## src/rtl/uart_mmio_pkg.sv

```systemverilog
// Shared definitions for the memory-mapped UART: register word indices,
// STATUS bit positions, FSM state types and the sticky-flag update helper.
package uart_mmio_pkg;

  localparam int REG_TXDATA  = 0;
  localparam int REG_RXDATA  = 1;
  localparam int REG_STATUS  = 2;
  localparam int REG_DIVISOR = 3;

  localparam int ST_RX_VALID  = 0;
  localparam int ST_TX_FULL   = 1;
  localparam int ST_TX_BUSY   = 2;
  localparam int ST_RX_OVERRUN = 3;
  localparam int ST_RX_FRAME  = 4;
  localparam int ST_TX_DROP   = 5;

  typedef enum logic [1:0] {
    TX_IDLE  = 2'd0,
    TX_START = 2'd1,
    TX_DATA  = 2'd2,
    TX_STOP  = 2'd3
  } tx_state_t;

  typedef enum logic [1:0] {
    RX_IDLE  = 2'd0,
    RX_START = 2'd1,
    RX_DATA  = 2'd2,
    RX_STOP  = 2'd3
  } rx_state_t;

  // Write-1-to-clear flag where a same-cycle set beats the clear.
  function automatic logic sticky_next(input logic cur, input logic set, input logic clr);
    return set | (cur & ~clr);
  endfunction

endpackage

```

## src/rtl/uart_rx_deser.sv

```systemverilog
// 8N1 receive deserialiser: input synchroniser, start-bit qualification,
// mid-bit sampling and single-cycle byte/frame-error pulses.
module uart_rx_deser
  import uart_mmio_pkg::*;
(
  input  logic        clk,
  input  logic        reset_n,
  input  logic        rx,
  input  logic [15:0] divisor,
  output logic [7:0]  data,
  output logic        done,
  output logic        frame_err
);

  logic        sync1;
  logic        line;
  logic        line_prev;
  logic        fall;
  rx_state_t   state;
  logic [15:0] cnt;
  logic [15:0] div;
  logic [2:0]  bit_idx;
  logic [7:0]  shift;
  logic [15:0] half;
  logic        bit_end;

  assign fall    = line_prev & ~line;
  assign half    = {1'b0, div[15:1]};
  assign bit_end = (cnt == div - 16'd1);
  assign data    = shift;

  // Two-flop synchroniser plus one delayed copy for falling-edge detection.
  always_ff @(posedge clk or negedge reset_n) begin
    if (!reset_n) begin
      sync1     <= 1'b1;
      line      <= 1'b1;
      line_prev <= 1'b1;
    end else begin
      sync1     <= rx;
      line      <= sync1;
      line_prev <= line;
    end
  end

  // Receive FSM; the divisor is captured when a start edge is seen.
  always_ff @(posedge clk or negedge reset_n) begin
    if (!reset_n) begin
      state     <= RX_IDLE;
      cnt       <= 16'd0;
      div       <= 16'd0;
      bit_idx   <= 3'd0;
      shift     <= 8'd0;
      done      <= 1'b0;
      frame_err <= 1'b0;
    end else begin
      done      <= 1'b0;
      frame_err <= 1'b0;
      case (state)
        RX_IDLE: begin
          if (fall) begin
            state <= RX_START;
            cnt   <= 16'd0;
            div   <= divisor;
          end
        end
        RX_START: begin
          if (cnt == half - 16'd1) begin
            cnt     <= 16'd0;
            bit_idx <= 3'd0;
            state   <= line ? RX_IDLE : RX_DATA;
          end else begin
            cnt <= cnt + 16'd1;
          end
        end
        RX_DATA: begin
          if (bit_end) begin
            cnt   <= 16'd0;
            shift <= {line, shift[7:1]};
            if (bit_idx == 3'd7) begin
              state <= RX_STOP;
            end else begin
              bit_idx <= bit_idx + 3'd1;
            end
          end else begin
            cnt <= cnt + 16'd1;
          end
        end
        RX_STOP: begin
          if (bit_end) begin
            done      <= line;
            frame_err <= ~line;
            state     <= RX_IDLE;
          end else begin
            cnt <= cnt + 16'd1;
          end
        end
        default: begin
          state <= RX_IDLE;
          cnt   <= 16'd0;
        end
      endcase
    end
  end

endmodule

```

## src/rtl/uart_mmio.sv

```systemverilog
// Memory-mapped 8N1 UART: register file, TX holding register and TX FSM,
// with the receiver in uart_rx_deser. Read data appears one cycle after read_enable.
module uart_mmio
  import uart_mmio_pkg::*;
#(
  parameter int ADDR_WIDTH   = 2,
  parameter int CLKS_PER_BIT = 234,
  parameter int MIN_DIVISOR  = 4
) (
  input  logic                  clk,
  input  logic                  reset_n,
  input  logic                  write_enable,
  input  logic                  read_enable,
  input  logic [ADDR_WIDTH-1:0] address,
  input  logic [31:0]           data_in,
  output logic [31:0]           data_out,
  output logic                  uart_tx,
  input  logic                  uart_rx
);

  logic        sel_tx, sel_rx, sel_st, sel_div;
  logic        wr_tx, wr_st, wr_div, pop;
  logic [7:0]  tx_hold;
  logic        tx_full, tx_busy, tx_drop;
  logic        rx_valid, rx_overrun, rx_frame_err;
  logic [7:0]  rx_byte;
  logic [15:0] divisor;
  logic [31:0] status;
  logic [31:0] rd_mux;
  logic [7:0]  rx_data;
  logic        rx_done, rx_ferr;
  tx_state_t   tx_state;
  logic [15:0] tx_cnt, tx_div;
  logic [2:0]  tx_bit;
  logic [7:0]  tx_shift;
  logic        tx_last, tx_load;
  logic        unused_bits;

  assign sel_tx  = (address == ADDR_WIDTH'(REG_TXDATA));
  assign sel_rx  = (address == ADDR_WIDTH'(REG_RXDATA));
  assign sel_st  = (address == ADDR_WIDTH'(REG_STATUS));
  assign sel_div = (address == ADDR_WIDTH'(REG_DIVISOR));
  assign wr_tx   = write_enable & sel_tx;
  assign wr_st   = write_enable & sel_st;
  assign wr_div  = write_enable & sel_div;
  assign pop     = read_enable & sel_rx;
  assign unused_bits = ^data_in[31:16];

  assign status = {26'd0, tx_drop, rx_frame_err, rx_overrun, tx_busy, tx_full, rx_valid};

  // A holding byte moves to the shifter from IDLE, or straight out of STOP for gap-free frames.
  assign tx_last = (tx_cnt == tx_div - 16'd1);
  assign tx_load = tx_full & ((tx_state == TX_IDLE) | ((tx_state == TX_STOP) & tx_last));

  uart_rx_deser u_rx (
    .clk       (clk),
    .reset_n   (reset_n),
    .rx        (uart_rx),
    .divisor   (divisor),
    .data      (rx_data),
    .done      (rx_done),
    .frame_err (rx_ferr)
  );

  // Read mux over pre-write register values.
  always_comb begin
    rd_mux = 32'd0;
    if (sel_rx) begin
      rd_mux = rx_valid ? {24'd0, rx_byte} : 32'd0;
    end else if (sel_st) begin
      rd_mux = status;
    end else if (sel_div) begin
      rd_mux = {16'd0, divisor};
    end else begin
      rd_mux = 32'd0;
    end
  end

  // Register file, RX buffer and sticky flags.
  always_ff @(posedge clk or negedge reset_n) begin
    if (!reset_n) begin
      data_out     <= 32'd0;
      tx_hold      <= 8'd0;
      tx_full      <= 1'b0;
      tx_drop      <= 1'b0;
      rx_byte      <= 8'd0;
      rx_valid     <= 1'b0;
      rx_overrun   <= 1'b0;
      rx_frame_err <= 1'b0;
      divisor      <= 16'(CLKS_PER_BIT);
    end else begin
      if (read_enable) begin
        data_out <= rd_mux;
      end
      if (tx_load) begin
        tx_full <= 1'b0;
      end else if (wr_tx && !tx_full) begin
        tx_full <= 1'b1;
        tx_hold <= data_in[7:0];
      end
      tx_drop      <= sticky_next(tx_drop, wr_tx & tx_full, wr_st & data_in[ST_TX_DROP]);
      rx_frame_err <= sticky_next(rx_frame_err, rx_ferr, wr_st & data_in[ST_RX_FRAME]);
      rx_overrun   <= sticky_next(rx_overrun, rx_done & rx_valid & ~pop,
                                  wr_st & data_in[ST_RX_OVERRUN]);
      if (rx_done) begin
        rx_byte  <= rx_data;
        rx_valid <= 1'b1;
      end else if (pop) begin
        rx_valid <= 1'b0;
      end
      if (wr_div && (data_in[15:0] >= 16'(MIN_DIVISOR))) begin
        divisor <= data_in[15:0];
      end
    end
  end

  // Transmit FSM; the divisor is captured at every frame start.
  always_ff @(posedge clk or negedge reset_n) begin
    if (!reset_n) begin
      tx_state <= TX_IDLE;
      uart_tx  <= 1'b1;
      tx_busy  <= 1'b0;
      tx_cnt   <= 16'd0;
      tx_div   <= 16'(CLKS_PER_BIT);
      tx_bit   <= 3'd0;
      tx_shift <= 8'd0;
    end else begin
      case (tx_state)
        TX_IDLE: begin
          uart_tx <= ~tx_load;
          tx_busy <= tx_load;
          if (tx_load) begin
            tx_state <= TX_START;
            tx_shift <= tx_hold;
            tx_cnt   <= 16'd0;
            tx_div   <= divisor;
          end
        end
        TX_START: begin
          if (tx_last) begin
            tx_state <= TX_DATA;
            uart_tx  <= tx_shift[0];
            tx_cnt   <= 16'd0;
            tx_bit   <= 3'd0;
          end else begin
            tx_cnt <= tx_cnt + 16'd1;
          end
        end
        TX_DATA: begin
          if (tx_last) begin
            tx_cnt   <= 16'd0;
            tx_shift <= {1'b0, tx_shift[7:1]};
            if (tx_bit == 3'd7) begin
              tx_state <= TX_STOP;
              uart_tx  <= 1'b1;
            end else begin
              tx_bit  <= tx_bit + 3'd1;
              uart_tx <= tx_shift[1];
            end
          end else begin
            tx_cnt <= tx_cnt + 16'd1;
          end
        end
        TX_STOP: begin
          if (tx_last) begin
            tx_cnt <= 16'd0;
            if (tx_load) begin
              tx_state <= TX_START;
              uart_tx  <= 1'b0;
              tx_shift <= tx_hold;
              tx_div   <= divisor;
            end else begin
              tx_state <= TX_IDLE;
              tx_busy  <= 1'b0;
            end
          end else begin
            tx_cnt <= tx_cnt + 16'd1;
          end
        end
        default: begin
          tx_state <= TX_IDLE;
          uart_tx  <= 1'b1;
          tx_busy  <= 1'b0;
        end
      endcase
    end
  end

endmodule

```

## config.mk

```make
export PLATFORM = sky130hd
export DESIGN_NAME = uart_mmio
export DESIGN_NICKNAME = d
export VERILOG_FILES = /design/src/rtl/uart_mmio_pkg.sv /design/src/rtl/uart_rx_deser.sv /design/src/rtl/uart_mmio.sv
export SDC_FILE = /design/constraint.sdc
export NUM_CORES = 1
export LEC_CHECK = 0
export ABC_CLOCK_PERIOD_IN_PS = 4100
export CORE_MARGIN = 3
export CORE_UTILIZATION = 54
export CTS_BUF_LIST = sky130_fd_sc_hd__clkbuf_2
export DETAILED_ROUTE_END_ITERATION = 10
export PLACE_DENSITY = 0.76
export SYNTH_ARGS = -nofsm -noshare
export SYNTH_HDL_FRONTEND = slang
export SYNTH_SLANG_ARGS = --single-unit
```

## constraint.sdc

```tcl
create_clock -name clk -period 4.1 [get_ports clk]
set_clock_uncertainty 0.2 [all_clocks]
set_input_delay 0.82 -clock clk [delete_from_list [all_inputs] [get_ports clk]]
set_output_delay 0.82 -clock clk [all_outputs]
set_load 0.01 [all_outputs]
```

==> results.json <==
{
  "status": "finished clean",
  "cts_sinks": 150,
  "clockPowerShare": 0.151,
  "final_cell_mix": "136 x dfrtp_1, 71 x nand2_1, 51 x nor2_1, 49 x inv_1, 45 x mux2_2",
  "static-leakage-power_uw": 0.00416,
  "placed_cells": 1141,
  "endpoint_kind": "flop",
  "slowest_stage": "or3_1",
  "grt.total_usage": 0.225,
  "postCtsSetupBuffers": 0,
  "synth_area_sq_mm": 0.00875,
  "viasPerCell": 5.89,
  "root_buffer": "clkbuf_2",
  "async_flop_share": 1.00,
  "rr_startpoint": "u_rx.div[2]",
  "reg2reg_slack_ns": 0.17,
  "grt_pass1_wl_microns": 32700,
  "finalSetupViolCount": 0,
  "rsz0062_at_grt": "yes",
  "cp_common_cell": "or3_1",
  "syn-instance-count": 919,
  "hpwl_microns": 13800,
  "grt_max_degree": 76,
  "hp-start": "u_rx.sync1",
  "cp.arrival_ns": 4.36,
  "syn_avg_cell_area_sq_um": 9.52,
  "yosys_warnings": 0,
  "intPower_uw": 3370,
  "die_h_microns": 133,
  "grt_overflow": 0,
  "worstSetupPathType": "flop to flop",
  "tightest_slew_ns": 0.925,
  "drc_errors": 0,
  "synth_area_leaders": "dfrtp_1 39%, mux2_2 5.8%, dfstp_2 4.2%",
  "rows": 45,
  "dieArea_sq_mm": 0.0178,
  "clk_pin_slew_ns": 0.21,
  "num-nets-final": 1003,
  "crit_chain": "inv_1 -> ha_1 -> or3b_2 -> or3_1 -> or3_1 -> a211oi_1 -> nand4_1 -> or3_1 -> mux2_1",
  "htree_levels": 4,
  "max_stage_delay_ns": 0.54,
  "wl_per_cell_microns": 16.5,
  "synth_edf_count": 0,
  "ys_types": 75,
  "min_to": "u_rx.line",
  "vias": 6923,
  "gp_congestion": 0.904,
  "layout_commonest_cell": "dfrtp_1",
  "ir_worst_vdd_mv": 0.316,
  "regArea_sq_mm": 0.00377,
  "finalCritPeriodShare": 0.960,
  "syn2layout_area_growth_pct": 9.82,
  "core_region_area_sq_mm": 0.0155,
  "drt_iter0_drc": 532,
  "p_switching_uw": 2440,
  "slew_headroom": 0.382,
  "comb_power_share": 0.449,
  "synth_seq_cells": 150,
  "pwr_density_cell_mw_per_mm2": 604,
  "finalMaxSlewViolations": 0,
  "seq_power_share": 0.400,
  "port-buffer-count": 39,
  "min_period_ns": 3.93,
  "synth_top_area_share": 0.389,
  "wirelength_microns": 19400,
  "antenna_found_initial": 1,
  "final_hold_viol_count": 0,
  "power_switching_share": 0.419,
  "final_layout_size_suffix_gt1_frac": 0.139,
  "crit_required_ns": 4.53,
  "clock_latency_ns": 0.73,
  "rr_worst_depth": 9,
  "cts_tree": "built",
  "ios": 72,
  "start_util": 0.563,
  "seq_area_frac_synth": 0.431,
  "cts_buffer_depth": 2,
  "fin_util": 0.618,
  "cts-buffers-inserted": 17,
  "fmax_mhz": 254,
  "die_w_microns": 133,
  "stdcell_count": 1175,
  "dr.pass1.iters": 4,
  "grt_pass1_vias": 6544,
  "multi_input_area_sq_mm": 0.00452,
  "yosysTopAreaCell": "dfrtp_1",
  "synthFlopType": "dfrtp_1",
  "r2r-end": "u_rx.data[4]",
  "maxCapViolations": 0,
  "nFillCells": 1340,
  "cp_max_fo": 9,
  "holdPathStages": 0,
  "worstHoldPathType": "flop to flop",
  "drtAntennaViolNets": 0,
  "critPathLaunch": "u_rx.div[2]",
  "crit_path_start_kind": "flop"
}
final cells by class:
class | instances | share of cell area
multi-input cells | 664 | 0.470
flip-flops and latches | 150 | 0.392
repair buffers | 68 | 0.0650
well taps | 211 | 0.0275
inverters | 49 | 0.0191
clock inverters | 14 | 0.0165
clock buffers | 18 | 0.00937
diodes | 1 | 0.000260
per-stage QoR:
stage	setup WS, ns	instance area [sq um]	total power (uW)	TNS (ns)	hold WS, ns
after floorplan	0.380	8810	4180	0	0.145
after global placement	0.239	9350	4810	0	0.146
after detailed placement	0.244	9350	4900	0	0.147
after CTS	0.205	9610	5790	0	0.172
after global routing	-0.0305	9610	6240	-0.0596	0.175
final	0.166	9610	5810	0	0.170
power groups by stage:
stage / logic [uW] / clock network, uW / registers (uW)
final: 2610 / 879 / 2320
after detailed placement: 2550 / 0 / 2340
after floorplan: 2030 / 0 / 2150
after global placement: 2480 / 0 / 2330
after CTS: 2580 / 898 / 2310
after global routing: 2900 / 962 / 2380
worst max-delay path by stage:
stage,to,depth (start not counted)
2_1_floorplan,u_rx.data[0],11
3_3_place_gp,u_rx.data[0],9
3_5_place_dp,u_rx.data[4],9
4_1_cts,u_rx.data[4],9
5_1_grt,u_rx.cnt[7],12
6_report,u_rx.data[4],9
registers in the layout, summed over array words and instances, names as in the netlist, 2 cells and up, named ones only:
register      flops
data_out         16
divisor          16
tx_cnt           16
tx_div           16
u_rx.cnt         16
u_rx.div         16
rx_byte           8
tx_hold           8
tx_shift          8
u_rx.data         8
tx_bit            3
u_rx.bit_idx      3
tx_state          2
logic make-up after synthesis:
family / count (synthesis) / share of synthesized area
AO/OA/AOI/OAI: 184 / 0.139
other: 1 / 0.000429
buffers and inverters: 120 / 0.0602
AND/OR/NAND/NOR: 315 / 0.194
adder cells (fa/ha/maj): 14 / 0.0200
flip-flops: 150 / 0.431
XOR/XNOR: 60 / 0.0601
multiplexers: 75 / 0.0955
what timing repair did:
action	CTS	global route
hold endpoints to repair	65	0
gates resized for setup	0	0
setup endpoints to repair	0	2
hold buffers	1	0
metal layers:
layer  GRT usage  vias up  part of all wire  routed length, microns
met4      0.0566        0             0.010                     198
met3      0.0498       18             0.061                    1190
met2       0.335      199              0.45                    8840
li1            -     3330                 -                       -
met1       0.334     3376              0.47                    9220
met5           0        -                 0                       0
critical path: cells and delay by family, from the launching register on:
kind / cells / cell delay, ns
AOI/OAI and AO/OA: 1 / 0.36
adders and majority gates: 1 / 0.26
buffers and inverters: 1 / 0.12
DFF: 1 / 0.49
muxes: 1 / 0.37
and+or+nand+nor: 5 / 2.03
cells in the mapped netlist, drive strengths merged, types with 4 or more instances:
master	number
nor2b	9
o221ai	7
nand4	13
nand2	71
nand3	29
a31oi	9
o31ai	8
nor2	51
nor4	22
nor3	19
mux2i	7
ha	14
mux2	68
nor3b	19
dfstp	14
nand3b	10
a21oi	41
xor2	30
buf	25
o22ai	21
xnor2	30
dfrtp	136
o21ai	42
o211a	4
or3	9
a21o	8
or2	8
nand2b	12
o2bb2ai	7
inv	49
and3	19
clkbuf	46
or4	6
and2	5
Power figures use the tool's default switching activity.
